`config.mk`:
```
export PLATFORM = sky130hd
export DESIGN_NAME = eth_tx_framer
export DESIGN_NICKNAME = d
export VERILOG_FILES = /design/src/rtl/eth_tx_framer.sv
export SDC_FILE = /design/constraint.sdc
export NUM_CORES = 1
export LEC_CHECK = 0
export BUFFER_PORTS_ARGS = -buffer_cell sky130_fd_sc_hd__buf_2
export CAP_MARGIN = 20
export CORE_MARGIN = 3
export CORE_UTILIZATION = 50
export CTS_BUF_LIST = sky130_fd_sc_hd__clkbuf_8
export DETAILED_ROUTE_END_ITERATION = 8
export PLACE_DENSITY = 0.68
export SYNTH_ARGS = -nofsm -noshare
export SYNTH_HDL_FRONTEND = slang
export SYNTH_SLANG_ARGS = --single-unit
export TNS_END_PERCENT = 5
```
`constraint.sdc`:
```
create_clock -name clk -period 2.1 [get_ports clk]
set_input_delay 0 -clock clk [delete_from_list [all_inputs] [get_ports clk]]
set_output_delay 0 -clock clk [all_outputs]
set_load 0.01 [all_outputs]
```
`src/rtl/eth_tx_framer.sv`:
```
// eth_tx_framer: byte-wide Ethernet MAC transmit framer (preamble, SFD, data, pad, FCS, IFG)
//
// Build option: define ETH_TX_PAD_EN to zero-pad frames shorter than MIN_LEN bytes.
// Without it the PAD state and byte counter are absent and short frames go out unpadded.
//
// eth_tx_framer ports:
//   clk                             sole clock, one wire byte per cycle
//   rst_n                           asynchronous active-low reset
//   s_data/s_valid/s_last/s_ready   frame byte stream (destination MAC through payload end)
//   tx_data/tx_en/tx_er             registered PHY-side byte interface
//   busy                            framer is not idle
// eth_crc32 ports:
//   clk, rst (async, active-high), init_i (sync restart), en_i, data_i, crc_o (reflected state)

module eth_crc32 (
    input  logic        clk,
    input  logic        rst,
    input  logic        init_i,
    input  logic        en_i,
    input  logic [7:0]  data_i,
    output logic [31:0] crc_o
);
    logic [31:0] crc_d;
    // LSB-first (reflected) CRC-32, polynomial 0xEDB88320, one byte per enabled cycle
    always_comb begin
        crc_d = crc_o;
        for (int i = 0; i < 8; i++)
            crc_d = (crc_d[0] ^ data_i[i]) ? (crc_d >> 1) ^ 32'hEDB88320 : crc_d >> 1;
    end
    always_ff @(posedge clk or posedge rst) begin
        if (rst) crc_o <= '1;
        else if (init_i) crc_o <= '1;
        else if (en_i) crc_o <= crc_d;
    end
endmodule

module eth_tx_framer #(
    parameter int MIN_LEN = 60,
    parameter int IFG_LEN = 12
) (
    input  logic       clk,
    input  logic       rst_n,
    input  logic [7:0] s_data,
    input  logic       s_valid,
    input  logic       s_last,
    output logic       s_ready,
    output logic [7:0] tx_data,
    output logic       tx_en,
    output logic       tx_er,
    output logic       busy
);
    localparam int TW = $clog2(IFG_LEN + 8);
    typedef enum logic [2:0] {
        IDLE,
        PRE,
        SFD,
        DATA,
`ifdef ETH_TX_PAD_EN
        PAD,
`endif
        FCS,
        IFG
    } state_t;
    state_t state_q, state_d;
    logic [TW-1:0] tmr_q, tmr_d;
    logic [7:0] tx_data_q, tx_data_d;
    logic tx_en_q, tx_en_d;
    logic tx_er_q, tx_er_d;
    logic [31:0] crc;
    logic crc_en;
    logic [7:0] crc_data;
`ifdef ETH_TX_PAD_EN
    logic [5:0] cnt_q, cnt_d, cnt_inc;
    // count including the byte being loaded this cycle, saturating at MIN_LEN
    assign cnt_inc = (cnt_q == 6'(MIN_LEN)) ? cnt_q : cnt_q + 6'd1;
    assign cnt_d = (state_q == SFD) ? '0 : crc_en ? cnt_inc : cnt_q;
    assign crc_en = (state_q == DATA && s_valid) || state_q == PAD;
    always_ff @(posedge clk or negedge rst_n) begin
        if (!rst_n) cnt_q <= '0;
        else cnt_q <= cnt_d;
    end
`else
    logic unused_min_len;
    assign unused_min_len = ^MIN_LEN;
    assign crc_en = state_q == DATA && s_valid;
`endif
    assign crc_data = (state_q == DATA) ? s_data : 8'h00;
    eth_crc32 u_crc (
        .clk    (clk),
        .rst    (!rst_n),
        .init_i (state_q == SFD),
        .en_i   (crc_en),
        .data_i (crc_data),
        .crc_o  (crc)
    );
    // per-state cycle timer, restarted on every state change
    assign tmr_d = (state_d != state_q) ? '0 : tmr_q + TW'(1);
    always_ff @(posedge clk or negedge rst_n) begin
        if (!rst_n) begin
            state_q   <= IDLE;
            tmr_q     <= '0;
            tx_data_q <= 8'h00;
            tx_en_q   <= 1'b0;
            tx_er_q   <= 1'b0;
        end else begin
            state_q   <= state_d;
            tmr_q     <= tmr_d;
            tx_data_q <= tx_data_d;
            tx_en_q   <= tx_en_d;
            tx_er_q   <= tx_er_d;
        end
    end
    always_comb begin
        state_d = state_q;
        unique case (state_q)
            IDLE: if (s_valid) state_d = PRE;
            PRE:  if (tmr_q == TW'(5)) state_d = SFD;
            SFD:  state_d = DATA;
            DATA: begin
                if (!s_valid) state_d = IFG;
`ifdef ETH_TX_PAD_EN
                else if (s_last) state_d = (cnt_inc < 6'(MIN_LEN)) ? PAD : FCS;
            end
            PAD:  if (cnt_inc == 6'(MIN_LEN)) state_d = FCS;
`else
                else if (s_last) state_d = FCS;
            end
`endif
            FCS:  if (tmr_q == TW'(3)) state_d = IFG;
            IFG:  if (tmr_q == TW'(IFG_LEN - 1)) state_d = IDLE;
            default: state_d = IDLE;
        endcase
    end
    // PAD and any unreachable encoding fall to the default: zero byte with tx_en high
    always_comb begin
        tx_data_d = 8'h00;
        tx_en_d   = 1'b1;
        tx_er_d   = 1'b0;
        unique case (state_q)
            IDLE: begin
                tx_en_d   = s_valid;
                tx_data_d = s_valid ? 8'h55 : 8'h00;
            end
            PRE:  tx_data_d = 8'h55;
            SFD:  tx_data_d = 8'hD5;
            DATA: begin
                tx_data_d = s_valid ? s_data : 8'h00;
                tx_er_d   = !s_valid;
            end
            FCS:  tx_data_d = ~crc[{tmr_q[1:0], 3'b000} +: 8];
            IFG:  tx_en_d = 1'b0;
            default: tx_data_d = 8'h00;
        endcase
    end
    assign s_ready = state_q == DATA;
    assign busy    = state_q != IDLE;
    assign tx_data = tx_data_q;
    assign tx_en   = tx_en_q;
    assign tx_er   = tx_er_q;
endmodule

```
# --- Word-level counts from Yosys, hierarchy flattened ---
# Cells that the tools add are included.
classes:
  addsub: 1
  n_eq_ne: 9
  shift: 1
  mux: 24
  bitwise: 17
  n_reduce_logical: 5
op_table:
  columns: ["operator", "count"]
  rows:
  - ["$mux W32", 10]
  - ["$not A13 Y14", 8]
  - ["$pmux W8 S5", 1]
  - ["$shiftx A32 B6 Y8", 1]
  - ["$mux W3", 6]
  - ["$pmux W3 S6", 1]
  - ["$mux W8", 2]
  - ["$not A8 Y8", 1]
  - ["$xor A1 B1 Y1", 8]
  - ["$mux W7", 1]
  - ["$eq A3 B2 Y1 const B", 2]
  - ["$eq A3 B3 Y1 const B", 2]
  - ["$add A5 B1 Y5 const B", 1]
  - ["$eq A5 B2 Y1 const B", 1]
  - ["$eq A5 B3 Y1 const B", 1]
  - ["$eq A5 B4 Y1 const B", 1]
  - ["$mux W5", 1]
  - ["$eq A3 B1 Y1 const B", 1]
  - ["$logic_not A3 Y1", 1]
  - ["$ne A3 B3 Y1", 1]
  - ["$reduce_bool A3 Y1", 1]
  - ["$pmux W1 S2", 1]
  - ["$reduce_bool A2 Y1", 1]
  - ["$logic_and A1 B1 Y1", 1]
  - ["other kinds (2)", 2]
totals:
  ff_bits: 50
  inputBits: 12
  out_inout_bits: 12
  wordCells: 63

# --- Depth between registers and ports, before layout ---
depth:
  depth_word: 20
  depth_mapped: 7
  mapped_depth_nobuf: 6

# --- By module ---
# Synthesis repeated with hierarchy kept, for this count alone.
hier_totals:
  cells_unflattened: 282
  area_unflattened_um2: 3478.3
by_module_without_submodules:
  columns: ["mod", "n_inst", "cells_each", "area_per_inst_um2"]
  rows:
  - ["eth_crc32", 1, 172, 2297.2]
  - ["eth_tx_framer", 1, 110, 1181.1]

# --- Least setup slack after synthesis ---
# No wires, ideal clock.
synth_timing:
  kind: "register -> register"
  from: "register state_q[0]"
  to: "register u_crc.crc_o[26]"
  setup_ns: 0.073
  arrival_time_ns: 1.879
  t_required_ns: 2.027
  slack_ns: 0.148
  stages_incl_launch_ff: 8
  path_buffers: 2
  synth_period_minus_slack_ns: 1.952
  cell_sequence: "dfrtp_1 > buf_6 > buf_6 > nand4b_4 > xor2_4 > xor3_2 > xnor3_1 > a21oi_1"
synth_via:
  elab_chain_cells: 15
synth_rtl:
  columns: ["element", "line_no", "text"]
  rows:
  - ["from (decl)", "64", "state_t state_q, state_d;"]
  - ["from (signal assigned)", "106", "state_q <= state_d;"]
  - ["$eq A3 B2 Y1", "85, 87", null]
  - ["$mux W8", "87", "assign crc_data = (state_q == DATA) ? s_data : 8'h00;"]
  - ["$xor A1 B1 Y1", "28", "crc_d = (crc_d[0] ^ data_i[i]) ? (crc_d >> 1) ^ 32'hEDB88320 : crc_d >> 1;"]
  - ["$mux W32", "28", null]
  - ["$mux W32 / $not A13 Y14 (equally long branches)", null, null]
  - ["$mux W32", "28", null]
  - ["$mux W32 / $not A13 Y14 (equally long branches)", null, null]
  - ["$mux W32 (2 in a row)", "28", null]
  - ["$xor A1 B1 Y1 / $not A13 Y14 (equally long branches)", null, null]
  - ["$mux W32", "28", null]
  - ["$not A13 Y14 (no source line)", null, null]
  - ["$mux W32", "28", null]
  - ["$mux W32", "33", "else if (en_i) crc_o <= crc_d;"]
  - ["$mux W32", "32", "else if (init_i) crc_o <= '1;"]
  - ["to (signal assigned)", "33", null]
  - ["to (decl)", "21", "output logic [31:0] crc_o"]
# Several ways; a longest one is shown, not always the timed one. The select of a mux whose other input is x is not followed.
# A chain may end at the register's enable or synchronous reset.

# --- Final worst setup path ---
layout_timing:
  from: "register state_q[2]"
  to: "register u_crc.crc_o[27]"
layout_via:
  elab_chain_cells: 13
layout_rtl:
  columns: ["element", "line_no"]
  rows:
  - ["$eq A3 B2 Y1", "85, 87"]
  - ["$mux W8", "87"]
  - ["$xor A1 B1 Y1", "28"]
  - ["$mux W32", "28"]
  - ["$mux W32 / $not A13 Y14 (equally long branches)", null]
  - ["$mux W32", "28"]
  - ["$mux W32 / $not A13 Y14 (equally long branches)", null]
  - ["$mux W32 (2 in a row)", "28"]
  - ["$xor A1 B1 Y1 / $not A13 Y14 (equally long branches)", null]
  - ["$mux W32", "28"]
  - ["$mux W32", "33"]
  - ["$mux W32", "32"]
# Several ways; a longest one is shown, not always the timed one. The select of a mux whose other input is x is not followed.

==> impl_metrics.ini <==
[synthesis]
synth_top_family_by_area = XOR/XNOR gates
syn_nets = 296
postSynth.asyncResetShare_pct = 100
synth_compound_area_share_pct = 10.7
synth_top_area_share_pct = 24.7
synth_area_leader_cell = dfstp_2
synth_edf_count = 0
syn_inst = 282
synthSimpleGateAreaFrac_pct = 11.3
ys_top_cells_by_area = dfstp_2, dfrtp_1, xnor3_1
yosys_warnings = 0
synthAdderAreaFrac_pct = 0.736
yosysSeqAreaShare_pct = 38.0
dominantRegCellSynth = dfstp_2
ys_types = 41
ys_ff_latch = 50
yosys.area_share.xor_xnor_pct = 30.8
netlist_area_mm2 = 0.00340
synthMuxAreaShare_pct = 5.30
synth_area_per_cell_um2 = 12.1

[clocking]
cts.sinks = 50
insertion_delay_ps = 300
clkTransAtPathRegs_ps = 90
cts_tree = built
cts_buffer_depth = 2
h-tree-depth = 2
cts_root_buffer = clkbuf_8
cts_made_buffers = 5

[pwr]
seqPwrFrac_pct = 24.9
pwr-share-comb_pct = 68.1
p_sw_share_pct = 36.8
internal_power_mw = 5.15
p_per_area_mw_per_mm2 = 1990
peakVddDrop_mv = 0.766
switchingPower_mw = 3.01
p_leak_nw = 1.77
p_clk_share_pct = 7.0

[timing]
setup_viol = 3
tns_ps = -14.4
drv_slew = 0
skew_ps = 10.8
grt_setup_unrepaired = true
hold_viol = 0
slew_headroom_pct = 60.6
postLayoutSetupSlackWorst_ps = -8.62
min_period_ps = 2110
tightest_slew_ps = 591
fin_crit_sh_pct = 100
max_freq_mhz = 474

[place]
io_buffers = 23
dp_hpwl_um = 5320
place_congestion = 0.804
place_area_mm2 = 0.00382

[setup_path]
critPathMaxStageDelay_ps = 460
slowest_stage = dfrtp_2
worstSetupEndpointType = flop
arrival_ps = 2350
critical_path_required_ps = 2340
critPathLaunchType = flop
worstPathMaxFanout = 8
reg2reg_slack_ps = -9
worstSetupPathType = flop to flop
crit_chain = buf_2, nand4b_1, xor2_4, buf_6, buf_4, xnor3_1, o22a_1

[job]
drv_cap = 0

[die]
die-area_mm2 = 0.00782
die_y_um = 88.4
initial_utilization_pct = 52.6
coreArea_mm2 = 0.00646
die_w_um = 88.4
rows = 29
ios = 24

[grt]
grt_pass1_vias = 2322
grt.total_usage_pct = 20.8
antenna_found_initial = 0
overflow = 0
grt_pass1_wl_um = 12200
grt_max_degree = 33

[detailed_routing]
wl_um = 7430
drt_iter0_markers = 110
vias = 2283
drt_first_pass_iters = 4
ant_nets = 0
vias_per_cell = 5.44
drcViolationCount = 0
wl_per_cell_um = 17.7

[layout]
area_delta_synth_final_pct = 20.5
nFillCells = 508
nets = 356
final_area_mm2 = 0.00409
n_antenna_cell = 0
drive_above_1_share_pct = 40.8

[status]
outcome = finished, violations left
violations = negative setup slack

[hold_path]
min_path_type = input port to flop
## routing by layer
metal / share of wire [%] / vias up / track usage (%)
met5: 0 / - / 0
met2: 48 / 67 / 32.3
met1: 46 / 1111 / 29.6
met4: 1.2 / 0 / 5.49
met3: 5.6 / 6 / 4.66
li1: - / 1099 / -
## power groups by stage
stage / combinational, mW / clock (mW) / sequential [mW]
floorplan: 3.95 / 0 / 1.92
global placement: 5.15 / 0 / 2.03
detailed placement: 5.21 / 0 / 2.05
CTS: 5.30 / 0.593 / 2.03
global route: 6.02 / 0.641 / 2.09
finish: 5.56 / 0.568 / 2.03
## cell usage after synthesis (2+ instances only)
cell	count
o21ai_0	4
nor2_1	45
o22ai_1	6
xor2_4	7
nand4b_2	2
xnor2_2	4
buf_6	4
nand2b_1	3
ha_1	2
a21oi_1	30
mux4_2	8
clkbuf_1	10
dfstp_2	32
nand3_1	2
a22oi_1	2
o22a_1	9
nand4b_1	6
xnor3_1	18
a21o_1	2
nand2_1	10
dfrtp_1	18
xnor2_1	20
o21a_1	2
xor2_1	16
inv_1	4
## area by class of cell
cell class                      instances  area (um2)  share of cell area (%)
Inverter                                4        15.0                   0.367
Timing Repair Buffer                   69         512                    12.5
Multi-Input combinational cell        212        2090                    50.9
Sequential cell                        50        1290                    31.6
Clock inverter                          2        8.76                   0.214
Tap cell                               77        96.3                    2.35
Clock buffer                            6        82.6                    2.02
## critical path: cells and delay by family, from the launching register on
kind	cells	cell delay [ps]
compound gates	1	190
xor+xnor	2	620
buf+inv	3	480
flops	1	460
simple gates	1	290
## registers in the layout (all words and copies together), names as in the netlist
register and cells:
state_q 3, tx_data 8, tx_er 1, tx_en 1, u_crc.crc_o 32, tmr_q 5
## metrics by stage
stage	utilization (%)	setup slack, ps	std cells	power (mW)	hold WS, ps
floorplan	-	148	282	5.87	-296
global placement	59.2	-44.9	401	7.18	31.3
detailed placement	59.2	-64.9	401	7.27	35.2
CTS	61.7	1.43	415	7.92	14.9
global route	63.4	-105	420	8.75	43.9
finish	63.4	-8.62	420	8.16	28.9
## path summary, 6_finish.rpt
path / startpoint / to / cells past startpoint
worst min register to register: u_crc.crc_o[31] / u_crc.crc_o[31] / 2
min in group asynchronous: rst_n / tx_data[2] / 2
worst max-delay path: state_q[2] / u_crc.crc_o[27] / 7
worst min-delay path: s_valid / tx_er / 2
max in group asynchronous: rst_n / u_crc.crc_o[29] / 3
worst max register to register: state_q[2] / u_crc.crc_o[27] / 7
## logic make-up after synthesis
group,after synthesis
muxes,8
AOI/OAI and AO/OA,59
adders and majority gates,2
DFF,50
buffers and inverters,20
and+or+nand+nor,75
xor gates and xnor gates,68
## layout by cell type (no fill, tap or decap), drive strengths merged, types with 6 or more instances in the layout
| master | count |
|---|---|
| buf | 64 |
| o22ai | 6 |
| mux4 | 8 |
| nand2 | 10 |
| nor2 | 45 |
| a21oi | 30 |
| dfstp | 32 |
| xor2 | 24 |
| clkbuf | 6 |
| dfrtp | 18 |
| xnor3 | 18 |
| nand4b | 9 |
| xnor2 | 25 |
| o22a | 9 |
## timing repair
action,in CTS,in global routing
endpoints found under the hold margin,15,0
hold buffers,5,0
pin swaps,0,7
buffers inserted,1,5
gates resized for setup,3,11
endpoints found under the setup margin,8,17
Note: power is estimated with default switching activity, not from simulation.
